`src/rtl/hyperbus_rx_packer.sv`:
```
// +--------------------------------------------------------------------------+
// | hyperbus_rx_packer                                                       |
// | Packs 16-bit RX words into DataWidth-bit beats with keep/last/error.     |
// | Revision: 1.0                                                            |
// +--------------------------------------------------------------------------+
`default_nettype none

module hyperbus_rx_packer #(
  parameter int DataWidth     = 32,
  parameter int LenWidth      = 16,
  parameter int TimeoutCycles = 1024
) (
  input  logic                   clk_i,
  input  logic                   rst_i,
  input  logic                   cmd_valid_i,
  output logic                   cmd_ready_o,
  input  logic [LenWidth-1:0]    cmd_len_i,
  input  logic [(((DataWidth/16) > 1) ? $clog2(DataWidth/16) : 1)-1:0] cmd_offs_i,
  input  logic [15:0]            rx_data_i,
  input  logic                   rx_valid_i,
  output logic                   rx_ready_o,
  output logic [DataWidth-1:0]   out_data_o,
  output logic [DataWidth/8-1:0] out_keep_o,
  output logic                   out_last_o,
  output logic                   out_error_o,
  output logic                   out_valid_o,
  input  logic                   out_ready_i,
  output logic                   busy_o,
  output logic                   stray_o
);

  localparam int c_NW = DataWidth / 16;
  localparam int c_OW = (c_NW > 1) ? $clog2(c_NW) : 1;
  localparam int c_TW = $clog2(TimeoutCycles + 1);
  localparam logic [c_OW-1:0] c_LAST_LANE  = c_OW'(c_NW - 1);
  localparam logic [c_TW-1:0] c_TIMEOUT    = c_TW'(TimeoutCycles);
  localparam logic [c_TW-1:0] c_TIMEOUT_M1 = c_TW'(TimeoutCycles - 1);

  typedef enum logic [1:0] {
    IDLE    = 2'd0,
    COLLECT = 2'd1,
    ABORT   = 2'd2
  } state_t;

  state_t                 r_state, w_state_nxt;
  logic [c_OW-1:0]        r_lane;
  logic [LenWidth-1:0]    r_remaining;
  logic [c_TW-1:0]        r_timer;
  logic [DataWidth-1:0]   r_asm_data;
  logic [DataWidth/8-1:0] r_asm_keep;
  logic [DataWidth-1:0]   r_out_data;
  logic [DataWidth/8-1:0] r_out_keep;
  logic                   r_out_last;
  logic                   r_out_error;
  logic                   r_out_valid;
  logic                   r_stray;

  logic [DataWidth-1:0]   w_asm_data;
  logic [DataWidth/8-1:0] w_asm_keep;
  logic                   w_complete;
  logic                   w_rem_zero;
  logic                   w_cmd_fire;
  logic                   w_collect_fire;
  logic                   w_stray;
  logic                   w_abort_load;
  logic                   w_cmd_ready;
  logic                   w_rx_ready;

  // Assembly register view with the incoming word merged into the current lane
  for (genvar i = 0; i < c_NW; i++) begin : g_lane
    localparam logic [c_OW-1:0] c_IDX = c_OW'(i);
    assign w_asm_data[16*i +: 16] = (r_lane == c_IDX) ? rx_data_i : r_asm_data[16*i +: 16];
    assign w_asm_keep[2*i +: 2]   = (r_lane == c_IDX) ? 2'b11     : r_asm_keep[2*i +: 2];
  end

  assign w_rem_zero = (r_remaining == '0);
  assign w_complete = (r_lane == c_LAST_LANE) || w_rem_zero;

  always_ff @(posedge clk_i or posedge rst_i) begin
    if (rst_i) begin
      r_state <= IDLE;
    end else begin
      r_state <= w_state_nxt;
    end
  end

  always_comb begin
    w_state_nxt    = r_state;
    w_cmd_ready    = 1'b0;
    w_rx_ready     = 1'b0;
    w_cmd_fire     = 1'b0;
    w_collect_fire = 1'b0;
    w_stray        = 1'b0;
    w_abort_load   = 1'b0;
    case (r_state)
      IDLE: begin
        w_cmd_ready = 1'b1;
        w_rx_ready  = 1'b1;
        w_stray     = rx_valid_i;
        w_cmd_fire  = cmd_valid_i;
        if (cmd_valid_i) begin
          w_state_nxt = COLLECT;
        end
      end
      COLLECT: begin
        // Stall only when this word would complete a beat that has nowhere to go
        w_rx_ready     = !w_complete || !r_out_valid || out_ready_i;
        w_collect_fire = rx_valid_i && w_rx_ready;
        if (w_collect_fire && w_rem_zero) begin
          w_state_nxt = IDLE;
        end else if (!rx_valid_i && (r_timer == c_TIMEOUT_M1)) begin
          w_state_nxt = ABORT;
        end
      end
      ABORT: begin
        if (!r_out_valid || out_ready_i) begin
          w_abort_load = 1'b1;
          w_state_nxt  = IDLE;
        end
      end
      default: w_state_nxt = IDLE;
    endcase
  end

  always_ff @(posedge clk_i or posedge rst_i) begin
    if (rst_i) begin
      r_lane      <= '0;
      r_remaining <= '0;
      r_timer     <= '0;
      r_asm_data  <= '0;
      r_asm_keep  <= '0;
      r_out_data  <= '0;
      r_out_keep  <= '0;
      r_out_last  <= 1'b0;
      r_out_error <= 1'b0;
      r_out_valid <= 1'b0;
      r_stray     <= 1'b0;
    end else begin
      r_stray <= w_stray;
      if (r_out_valid && out_ready_i) begin
        r_out_valid <= 1'b0;
      end
      if (w_cmd_fire) begin
        r_remaining <= cmd_len_i;
        r_lane      <= (c_NW == 1) ? '0 : cmd_offs_i;
        r_asm_keep  <= '0;
        r_timer     <= '0;
      end
      if (w_collect_fire) begin
        r_timer    <= '0;
        r_asm_data <= w_asm_data;
        if (!w_rem_zero) begin
          r_remaining <= r_remaining - LenWidth'(1);
        end
        if (w_complete) begin
          r_out_data  <= w_asm_data;
          r_out_keep  <= w_asm_keep;
          r_out_last  <= w_rem_zero;
          r_out_error <= 1'b0;
          r_out_valid <= 1'b1;
          r_lane      <= '0;
          r_asm_keep  <= '0;
        end else begin
          r_lane     <= r_lane + c_OW'(1);
          r_asm_keep <= w_asm_keep;
        end
      end else if ((r_state == COLLECT) && !rx_valid_i && (r_timer != c_TIMEOUT)) begin
        r_timer <= r_timer + c_TW'(1);
      end
      if (w_abort_load) begin
        r_out_data  <= r_asm_data;
        r_out_keep  <= r_asm_keep;
        r_out_last  <= 1'b1;
        r_out_error <= 1'b1;
        r_out_valid <= 1'b1;
        r_asm_keep  <= '0;
      end
    end
  end

  assign cmd_ready_o = w_cmd_ready;
  assign rx_ready_o  = w_rx_ready;
  assign out_data_o  = r_out_data;
  assign out_keep_o  = r_out_keep;
  assign out_last_o  = r_out_last;
  assign out_error_o = r_out_error;
  assign out_valid_o = r_out_valid;
  assign busy_o      = (r_state != IDLE);
  assign stray_o     = r_stray;

endmodule

`default_nettype wire

```
`config.mk`:
```
export PLATFORM = sky130hd
export DESIGN_NAME = hyperbus_rx_packer
export DESIGN_NICKNAME = d
export VERILOG_FILES = /design/src/rtl/hyperbus_rx_packer.sv
export SDC_FILE = /design/constraint.sdc
export NUM_CORES = 1
export LEC_CHECK = 0
export CAP_MARGIN = 5
export CORE_MARGIN = 5
export CORE_UTILIZATION = 58
export CTS_BUF_LIST = sky130_fd_sc_hd__clkbuf_16
export DETAILED_ROUTE_END_ITERATION = 8
export HOLD_SLACK_MARGIN = 0.15
export PLACE_DENSITY = 0.85
export SETUP_SLACK_MARGIN = 0.05
export SYNTH_ARGS = -nofsm -noshare
export SYNTH_HDL_FRONTEND = slang
export SYNTH_SLANG_ARGS = --single-unit
```
`constraint.sdc`:
```
create_clock -name clk_i -period 6 [get_ports clk_i]
set_clock_uncertainty 0.2 [all_clocks]
set_input_delay 0.6 -clock clk_i [delete_from_list [all_inputs] [get_ports clk_i]]
set_output_delay 0.6 -clock clk_i [all_outputs]
set_load 0.005 [all_outputs]
```
==> results of run 1 <==
worst max-delay path by stage:
stage	slack (ps)	startpoint	depth (start not counted)	endpoint
2_1_floorplan	2410	rst_i	1	out_data_o[0]
3_3_place_gp	2650	out_ready_i	5	out_data_o[22]
3_5_place_dp	2560	out_ready_i	5	out_data_o[1]
4_1_cts	2270	r_remaining[0]	7	rx_ready_o
5_1_grt	2040	r_remaining[0]	7	rx_ready_o
6_report	2230	r_remaining[0]	7	rx_ready_o
metrics by stage:
stage,utilization [%],area (um2)
2_1_floorplan,-,5024
3_3_place_gp,68.59,5894
5_1_grt,72.10,6196
3_5_place_dp,68.59,5894
4_1_cts,71.93,6181
6_report,72.10,6196
logic make-up after synthesis:
| group | synth area share, % |
|---|---|
| xor gates and xnor gates | 0.5231 |
| buffers and inverters | 2.989 |
| adders and majority gates | 0.7473 |
| DFF | 52.80 |
| and+or+nand+nor | 15.84 |
| muxes | 13.55 |
| AOI/OAI and AO/OA | 13.55 |
power breakdown:
| part | leakage, nW | switching (mW) | total, mW | internal, mW |
|---|---|---|---|---|
| sequential | 1.27 | 0.210 | 1.19 | 0.982 |
| clock | 0.146 | 0.285 | 0.576 | 0.291 |
| combinational | 1.23 | 0.391 | 0.891 | 0.500 |
| total | 2.65 | 0.887 | 2.66 | 1.77 |
cell type report:
| class | count | area, um2 |
|---|---|---|
| flip-flops and latches | 106 | 2653 |
| clock inverters | 7 | 61.31 |
| fillers | 590 | 2397 |
| multi-input cells | 331 | 2228 |
| well taps | 108 | 135.1 |
| repair buffers | 85 | 845.8 |
| inverters | 12 | 47.55 |
| clock buffers | 9 | 225.2 |
flip-flops by register name, indices dropped and copies added, names as in the netlist, 2 cells and up:
name	count
out_data_o	32
out_keep_o	4
r_asm_data	32
r_asm_keep	4
r_remaining	16
r_state	2
r_timer	11
layer usage:
layer / share of wire, % / up-vias / track usage (%)
li1: - / 1881 / -
met1: 42 / 2080 / 32.89
met2: 50 / 154 / 39.37
met3: 6.0 / 22 / 3.789
met4: 1.8 / 0 / 9.064
met5: 0 / - / 0
cell usage after synthesis, drive strengths merged (3+ instances only):
cell type / instances / share of area, %
dfrtp: 106 / 53
o21ai: 55 / 5.6
nand3: 45 / 4.5
mux2: 32 / 7.2
mux2i: 32 / 6.4
nand2: 27 / 2.0
nor2: 27 / 2.1
nor3: 20 / 2.0
clkbuf: 16 / 1.2
a21oi: 15 / 1.5
inv: 12 / 0.90
nor4: 10 / 1.2
buf: 8 / 0.90
nand2b: 5 / 0.62
o21a: 5 / 0.75
and3: 4 / 0.50
o221a: 4 / 0.90
or4: 4 / 0.60
a211o: 3 / 0.52
a221o: 3 / 0.60
ha: 3 / 0.75
nand4: 3 / 0.37
xor2: 3 / 0.52
worst reg2reg max path, cell delays in order (launching register included):
cell and delay [ps]:
dfrtp_1 420, inv_1 80, ha_1 170, nor3b_2 370
nand4_1 530, o21ai_2 940, mux2_2 430
==> metrics, run 1 <==
status finished, final reports clean; Antenna Violating Nets Remaining 0; largest net degree at the start of global routing 81; Async SR Flop Fraction 100.0%; sequential area share after synthesis 52.80%; Top Ports 81; Initial Util 58.46%; detailed-router iteration count before antenna repair 5; TritonCTS clock tree yes; deepest clock path buffer count 2; antenna violations before repair 0; Hold Startpoint out_data_o[14]; nets@finish 586; Final Hold Viols 0; PortBufs 80; RSZ-0062 raised after global routing false; aggregate negative setup slack 0 ps; slowest stage delay, CP 530 ps; commonest non-fill, non-tap cell in the layout dfrtp_1; CTS root buf clkbuf_16; Clock Pin Slew Worst Setup and Hold Paths 80 ps; Critical Path Start Type flip-flop; die area 0.01062 mm2; gr ovfl total 0; Yosys Warn Count 0; Pwr Total 2.660 mW; DR iter-0 viols roughly 240; global-route wire length before repair 20080 um; max-slew violation count 0; min cycle time layout approximately 3800 ps; hold path endpoint out_data_o[14]; relative slew slack a little under a quarter; FMAX 0.2653 GHz; WHS 305.8 ps; synthesized area per cell roughly 11 um2; post-DP HPWL 8250 um; CTS Buf Count 9; DRT Wirelength 12560 um; routed len/inst 19.09 um; measured slew at the worst slew-check pin ~1200 ps; Area Growth Syn to Fin 23.34%; Min-Delay Path Depth 2; Setup Buffers After CTS 0; Ant. Diodes 0; maximum resistive drop on vdd roughly 0.00026 V; Reg2Reg Setup Slack 2740 ps; Pwr Density 429.3 mW/mm2; Final Cycle Share roughly 63%; Crit. End Element output pin; HP Class reg2reg; Layout Cells excl Fill about 660; Static Leak 2.649 nW; routed vias/inst 6.287; Post-synth EDFFs 0; Resized Gates After CTS 0; most frequent cells in the layout dfrtp_1 (106), clkdlybuf4s50_1 (80), o21ai_0 (46), nand3_1 (45); FF+latch count, synth roughly 110; R2R cell count 6; reg2reg start r_remaining[0]; CP max FO 12; Setup WS post-layout 2230 ps; die height between 100 and 150 um; Netlist cell types 54; share of cells above drive strength 1 12.00%; Residual DRC 0; Hold Buf Count CTS 0; critical setup path kind reg2out; dominant synthesized flop cell dfrtp_1; Clock Latency Late Sink 350 ps; Worst Path Buf+Inv 2; critical path data arrival time 2970 ps; FF-to-FF End r_asm_data[4]; Mapped Area 0.005024 mm2; pre-CTS WS between 2000 and 3000 ps; row cnt 34; cell with the largest stage delay on the worst path nand4_1; core area 0.008593 mm2; clk sink count 106; H-tree depth 3; routability congestion estimate 0.8515; GRT Total Usage 24.18%; vias in the first global route 4125; cell count after synthesis ~470; Post-Syn Nets 514; via count 4137; die span in x a little over 100 um; Worst Path Required 5200 ps; CP Cell Sequence inv_1 -> ha_1 -> nor3b_2 -> nand4_1 -> nand2b_1 -> a31oi_1 -> clkdlybuf4s50_1; Finish-stage setup viols 0; family with the most delay on the worst path simple AND/OR/NAND/NOR gates; MaxCap Viol Count 0; placed insts ~640
(Power assumes the default switching activity.)
==> run 2, diff against run 1 <==
Settings changed: CORE_UTILIZATION 58 to 54, PLACE_DENSITY 0.85 to 0.79.
Clock period 6 ns to 3.7 ns, I/O delays scaled along.
==> run 2 against run 1 <==
  * Critical path depth unchanged
  * Highest routed layer unchanged
  * Largest power group unchanged
  * Power up 64%
  * Worst setup slack worse by 1600 ps
  * Critical endpoint unchanged
  * Largest cell class unchanged
==> metrics, run 2 (same netlist as run 1, synthesis figures left out) <==
Internal Power 2.905 mW (+64%); FILL cells 686 (+16%); Ant. Diodes 0 (unchanged); PortBufs 80 (unchanged); Reg2Reg Setup Slack 910 ps (-1830 ps); routed len/inst 18.21 um (-4.6%); detailed-router iteration count before antenna repair 5 (unchanged); R2R cell count 8 (+2); routability congestion estimate 0.8345 (-2.0%); CP max FO 7 (-5); Hold Buf Count CTS 0 (unchanged); Util after Layout 68.69% (-3.4 points); Final Hold Viols 0 (unchanged); Comb pwr share 33.1% (-0.4 points); die height 106.5 um (+3.3%); clock share of power 22.8% (+1.1 points); critical path data arrival time 2470 ps (-500 ps); reg2reg start r_remaining[0]; die span in x 106.5 um (+3.3%); Top Ports 81 (unchanged); CTS root buf clkbuf_16; antenna violations before repair 0 (unchanged); DRT Wirelength 12150 um (-3.3%); Clock Pin Slew Worst Setup and Hold Paths 80 ps (about the same); P_sw 1.450 mW (+64%); Finish-stage setup viols 0 (unchanged); nets@finish 592 (+1.0%); FMAX 0.3293 GHz; Residual DRC 0 (unchanged); Setup Buffers After CTS 0 (unchanged); FF-to-FF End out_data_o[0]; Switching Fraction 33.30% (-0.044 points); row cnt 35 (+2.9%); Initial Util 54.89% (-3.6 points); core area 0.009153 mm2 (+6.5%); status finished, final reports clean; routed vias/inst 6.085 (-3.2%); via count 4059 (-1.9%); Static Leak 2.688 nW (+1.5%); Flop pwr share 44.0% (-0.8 points); commonest non-fill, non-tap cell in the layout dfrtp_1; Pwr Density 692.6 mW/mm2 (+61%); share of cells above drive strength 1 13.13% (+1.1 points); Final Cycle Share 82.07%; Area Growth Syn to Fin 25.16%; Finished Cell Area 0.006287 mm2 (+1.5%); post-DP HPWL 8124 um (-1.5%); measured slew at the worst slew-check pin 950.7 ps (-203.4 ps); Critical Path Start Type flip-flop; aggregate negative setup slack 0 ps (unchanged); max-slew violation count 0 (unchanged); Antenna Violating Nets Remaining 0 (unchanged); MaxCap Viol Count 0 (unchanged); Worst Path Required 3130 ps (-2070 ps); critical setup path kind reg2out; H-tree depth 3 (unchanged); die area 0.01133 mm2 (+6.7%); Pwr Total 4.355 mW (+64%); Placed Area 0.005963 mm2 (+1.2%); Crit. End Element output pin; TritonCTS clock tree yes; gr ovfl total 0 (unchanged); largest net degree at the start of global routing 49 (-40%); clk sink count 106 (unchanged); min cycle time layout about 3000 ps; maximum resistive drop on vdd 0.0003776 V (+48%); most frequent cells in the layout dfrtp_1 (106), clkdlybuf4s50_1 (80), o21ai_0 (46), nand3_1 (45); RSZ-0062 raised after global routing false; CTS Buf Count 9 (unchanged); DR iter-0 viols 214 (-9.3%); relative slew slack 36.62% (+14 points); global-route wire length before repair 20700 um (+3.1%); Resized Gates After CTS 0 (unchanged); HP Class in2async; Clock Latency Late Sink 350 ps (about the same); GRT Total Usage 22.58% (-1.6 points); vias in the first global route 4181 (+1.4%); deepest clock path buffer count 2 (unchanged)
run 2: cell types whose count changed in the layout (fill, tap and decap cells not counted), sizes merged:
cell,before,now
inv,17,15
clkinv,2,4
buf,5,11
run 2: worst max-delay path by stage:
stage,endpoint,cells after the start,startpoint
floorplan,out_data_o[0],1,rst_i
global placement,out_data_o[23],7,rx_valid_i
detailed placement,out_data_o[18],7,rx_valid_i
CTS,rx_ready_o,7,r_remaining[0]
global route,rx_ready_o,7,r_remaining[0]
finish,rx_ready_o,7,r_remaining[0]
run 2: critical path: stages (launching register included):
cell	delay, ps
dfrtp_1	430
inv_1	80
ha_1	170
nor3b_2	390
nand4_1	180
nand2b_1	270
a31oi_1	130
clkdlybuf4s50_1	480
run 2: power groups by stage:
stage / clock, mW / sequential [mW] / combinational (mW)
floorplan: 0 / 1.85 / 0.832
global placement: 0 / 1.91 / 1.39
detailed placement: 0 / 1.93 / 1.45
CTS: 1.01 / 1.91 / 1.46
global route: 1.06 / 1.98 / 1.59
finish: 0.994 / 1.92 / 1.44
run 2: final cells by class:
class,count,area [um2],area share (%)
inverters,12,47.55,0.7562
flip-flops and latches,106,2653,42.19
clock inverters,7,98.84,1.572
clock buffers,9,225.2,3.582
multi-input cells,331,2228,35.44
repair buffers,91,895.9,14.25
well taps,111,138.9,2.209
run 2: through the flow:
step                cells  hold WS, ps  setup slack, ps
global route          667        315.7            490.4
detailed placement    651        269.8            781.7
global placement      651        268.3            927.9
floorplan             473        259.6            341.1
finish                667        252.5            663.6
CTS                   667        277.6            644.4
run 2: metal layers:
metal  routed length, um  track usage, %  up-vias  part of all wire [%]
li1                    -               -     1894                     -
met1                5144           28.94     1990                    42
met2                6115           38.82      155                    50
met3                 713           4.736       20                   5.9
met4                 174           6.393        0                   1.4
met5                   0               0        -                     0
==> run 3, diff against run 2 <==
Settings changed: CORE_UTILIZATION 54 to 48, PLACE_DENSITY 0.79 to 0.75.
Clock period 3.7 ns to 2.55 ns, I/O delays scaled along.
==> run 3 against run 2 <==
  * Die area grew 11%
  * Sequential share of layout area decreased by 1.6 points
  * First-iteration DRC count up 45%
  * Non-clock buffer count up 20
  * Largest cell class unchanged
==> metrics, run 3 (same netlist as run 1, synthesis figures left out) <==
DRT Wirelength 12400 um (+2.1%); FMAX 0.4061 GHz; MaxCap Viol Count 0 (unchanged); Pwr Density 988.3 mW/mm2 (+43%); Reg2Reg Setup Slack 90 ps (-820 ps); Crit. End Element flip-flop; largest net degree at the start of global routing 84 (+71%); Static Leak 2.796 nW (+4.0%); share of cells above drive strength 1 16.87% (+3.7 points); detailed-router iteration count before antenna repair 4 (-1); H-tree depth 3 (unchanged); Area Growth Syn to Fin 29.94%; CTS root buf clkbuf_16; row cnt 37 (+5.7%); deepest clock path buffer count 2 (unchanged); Clock Pin Slew Worst Setup and Hold Paths 70 ps (about the same); die area 0.01261 mm2 (+11%); status finished, final reports clean; FILL cells 852 (+24%); Worst Path Required 2620 ps (-510 ps); Clock Latency Late Sink 350 ps (about the same); Final Cycle Share 96.57%; routed len/inst 17.44 um (-4.2%); post-DP HPWL 8208 um (+1.0%); PortBufs 80 (unchanged); gr ovfl total 0 (unchanged); Finish-stage setup viols 0 (unchanged); via count 4159 (+2.5%); R2R cell count 8 (unchanged); Multi-input gate area 0.002258 mm2 (+1.3%); Ant. Diodes 0 (unchanged); routability congestion estimate 0.8652 (+3.7%); die span in x 112.3 um (+5.5%); min cycle time layout 2463 ps; critical setup path kind reg2reg; FF-to-FF End r_timer[8]; most frequent cells in the layout dfrtp_1 (106), clkdlybuf4s50_1 (79), nand3_1 (45), o21ai_0 (44); max-slew violation count 0 (unchanged); CTS Buf Count 9 (unchanged); Antenna Violating Nets Remaining 0 (unchanged); TritonCTS clock tree yes; Initial Util 48.88% (-6.0 points); Pwr Total 6.451 mW (+48%); commonest non-fill, non-tap cell in the layout dfrtp_1; antenna violations before repair 0 (unchanged); RSZ-0062 raised after global routing true; maximum resistive drop on vdd 0.0005597 V (+48%); vias in the first global route 4118 (-1.5%); relative slew slack 56.72% (+20 points); Residual DRC 0 (unchanged); GRT Total Usage 19.96% (-2.6 points); clk sink count 106 (unchanged); HP Class in2async; crit path capture r_timer[8]; aggregate negative setup slack 0 ps (unchanged); Final Hold Viols 0 (unchanged); routed vias/inst 5.850 (-3.9%); register area 0.002653 mm2 (unchanged); DR iter-0 viols 311 (+45%); nets@finish 612 (+3.4%); die height 112.3 um (+5.5%); core area 0.01028 mm2 (+12%); Top Ports 81 (unchanged); CP max FO 5 (-2); measured slew at the worst slew-check pin 646.9 ps (-303.9 ps); Critical Path Start Type flip-flop; Setup crit start r_timer[0]; critical path data arrival time 2540 ps (+70 ps); Util after Layout 63.51% (-5.2 points); reg2reg start r_timer[0]; global-route wire length before repair 20700 um (unchanged)
## run 3: worst min-delay path by stage
stage	start	cells after the start	slack [ps]	end
detailed placement	out_error_o	2	280	out_error_o
CTS	rst_i	3	180	r_timer[0]
floorplan	rx_valid_i	1	180	stray_o
finish	rst_i	3	170	r_timer[2]
global placement	out_error_o	2	270	out_error_o
global route	rst_i	3	190	r_timer[1]
## run 3: through the flow
stage	std cells	hold WS (ps)	setup slack [ps]	instance area, um2
floorplan	473	183.6	218.6	5027
finish	711	166.8	87.49	6528
global placement	686	268.8	112.9	6121
CTS	705	175.3	115.4	6455
global route	711	188.5	4.441	6528
detailed placement	686	276.0	36.95	6121
## run 3: layer usage
layer | share of wire (%) | up-vias | track usage, %
li1 | - | 1937 | -
met5 | 0 | - | 0
met2 | 51 | 118 | 33.29
met4 | 1.2 | 0 | 4.247
met3 | 5.2 | 14 | 5.984
met1 | 43 | 2090 | 25.91
## run 3: power breakdown
| part | internal, mW | switching [mW] |
|---|---|---|
| Sequential | 2.31 | 0.465 |
| Combinational | 1.32 | 0.940 |
| Clock | 0.768 | 0.645 |
| Total | 4.40 | 2.05 |
## run 3: area by class of cell
type | instances | area share, %
sequential | 106 | 40.64
multi-input combinational | 331 | 34.60
timing repair buffer | 111 | 16.83
clock buffer | 9 | 3.450
tap | 136 | 2.607
clock inverter | 6 | 1.131
inverter | 12 | 0.7476
## run 3: repair_timing
action / CTS / global route
setup buffers: 4 / 6
gates resized for setup: 2 / 9
hold buffers: 0 / 0
setup endpoints to repair: 6 / 9
pin swaps: 0 / 2
gates cloned: 0 / 0
## run 3: critical path: stages, from the launching register on
cell and delay, ps:
dfrtp_1 430, inv_2 80, ha_2 160, or4b_4 480, o41a_1 460, a221oi_4 240
buf_4 180, o21ai_1 70, o21ai_1 80
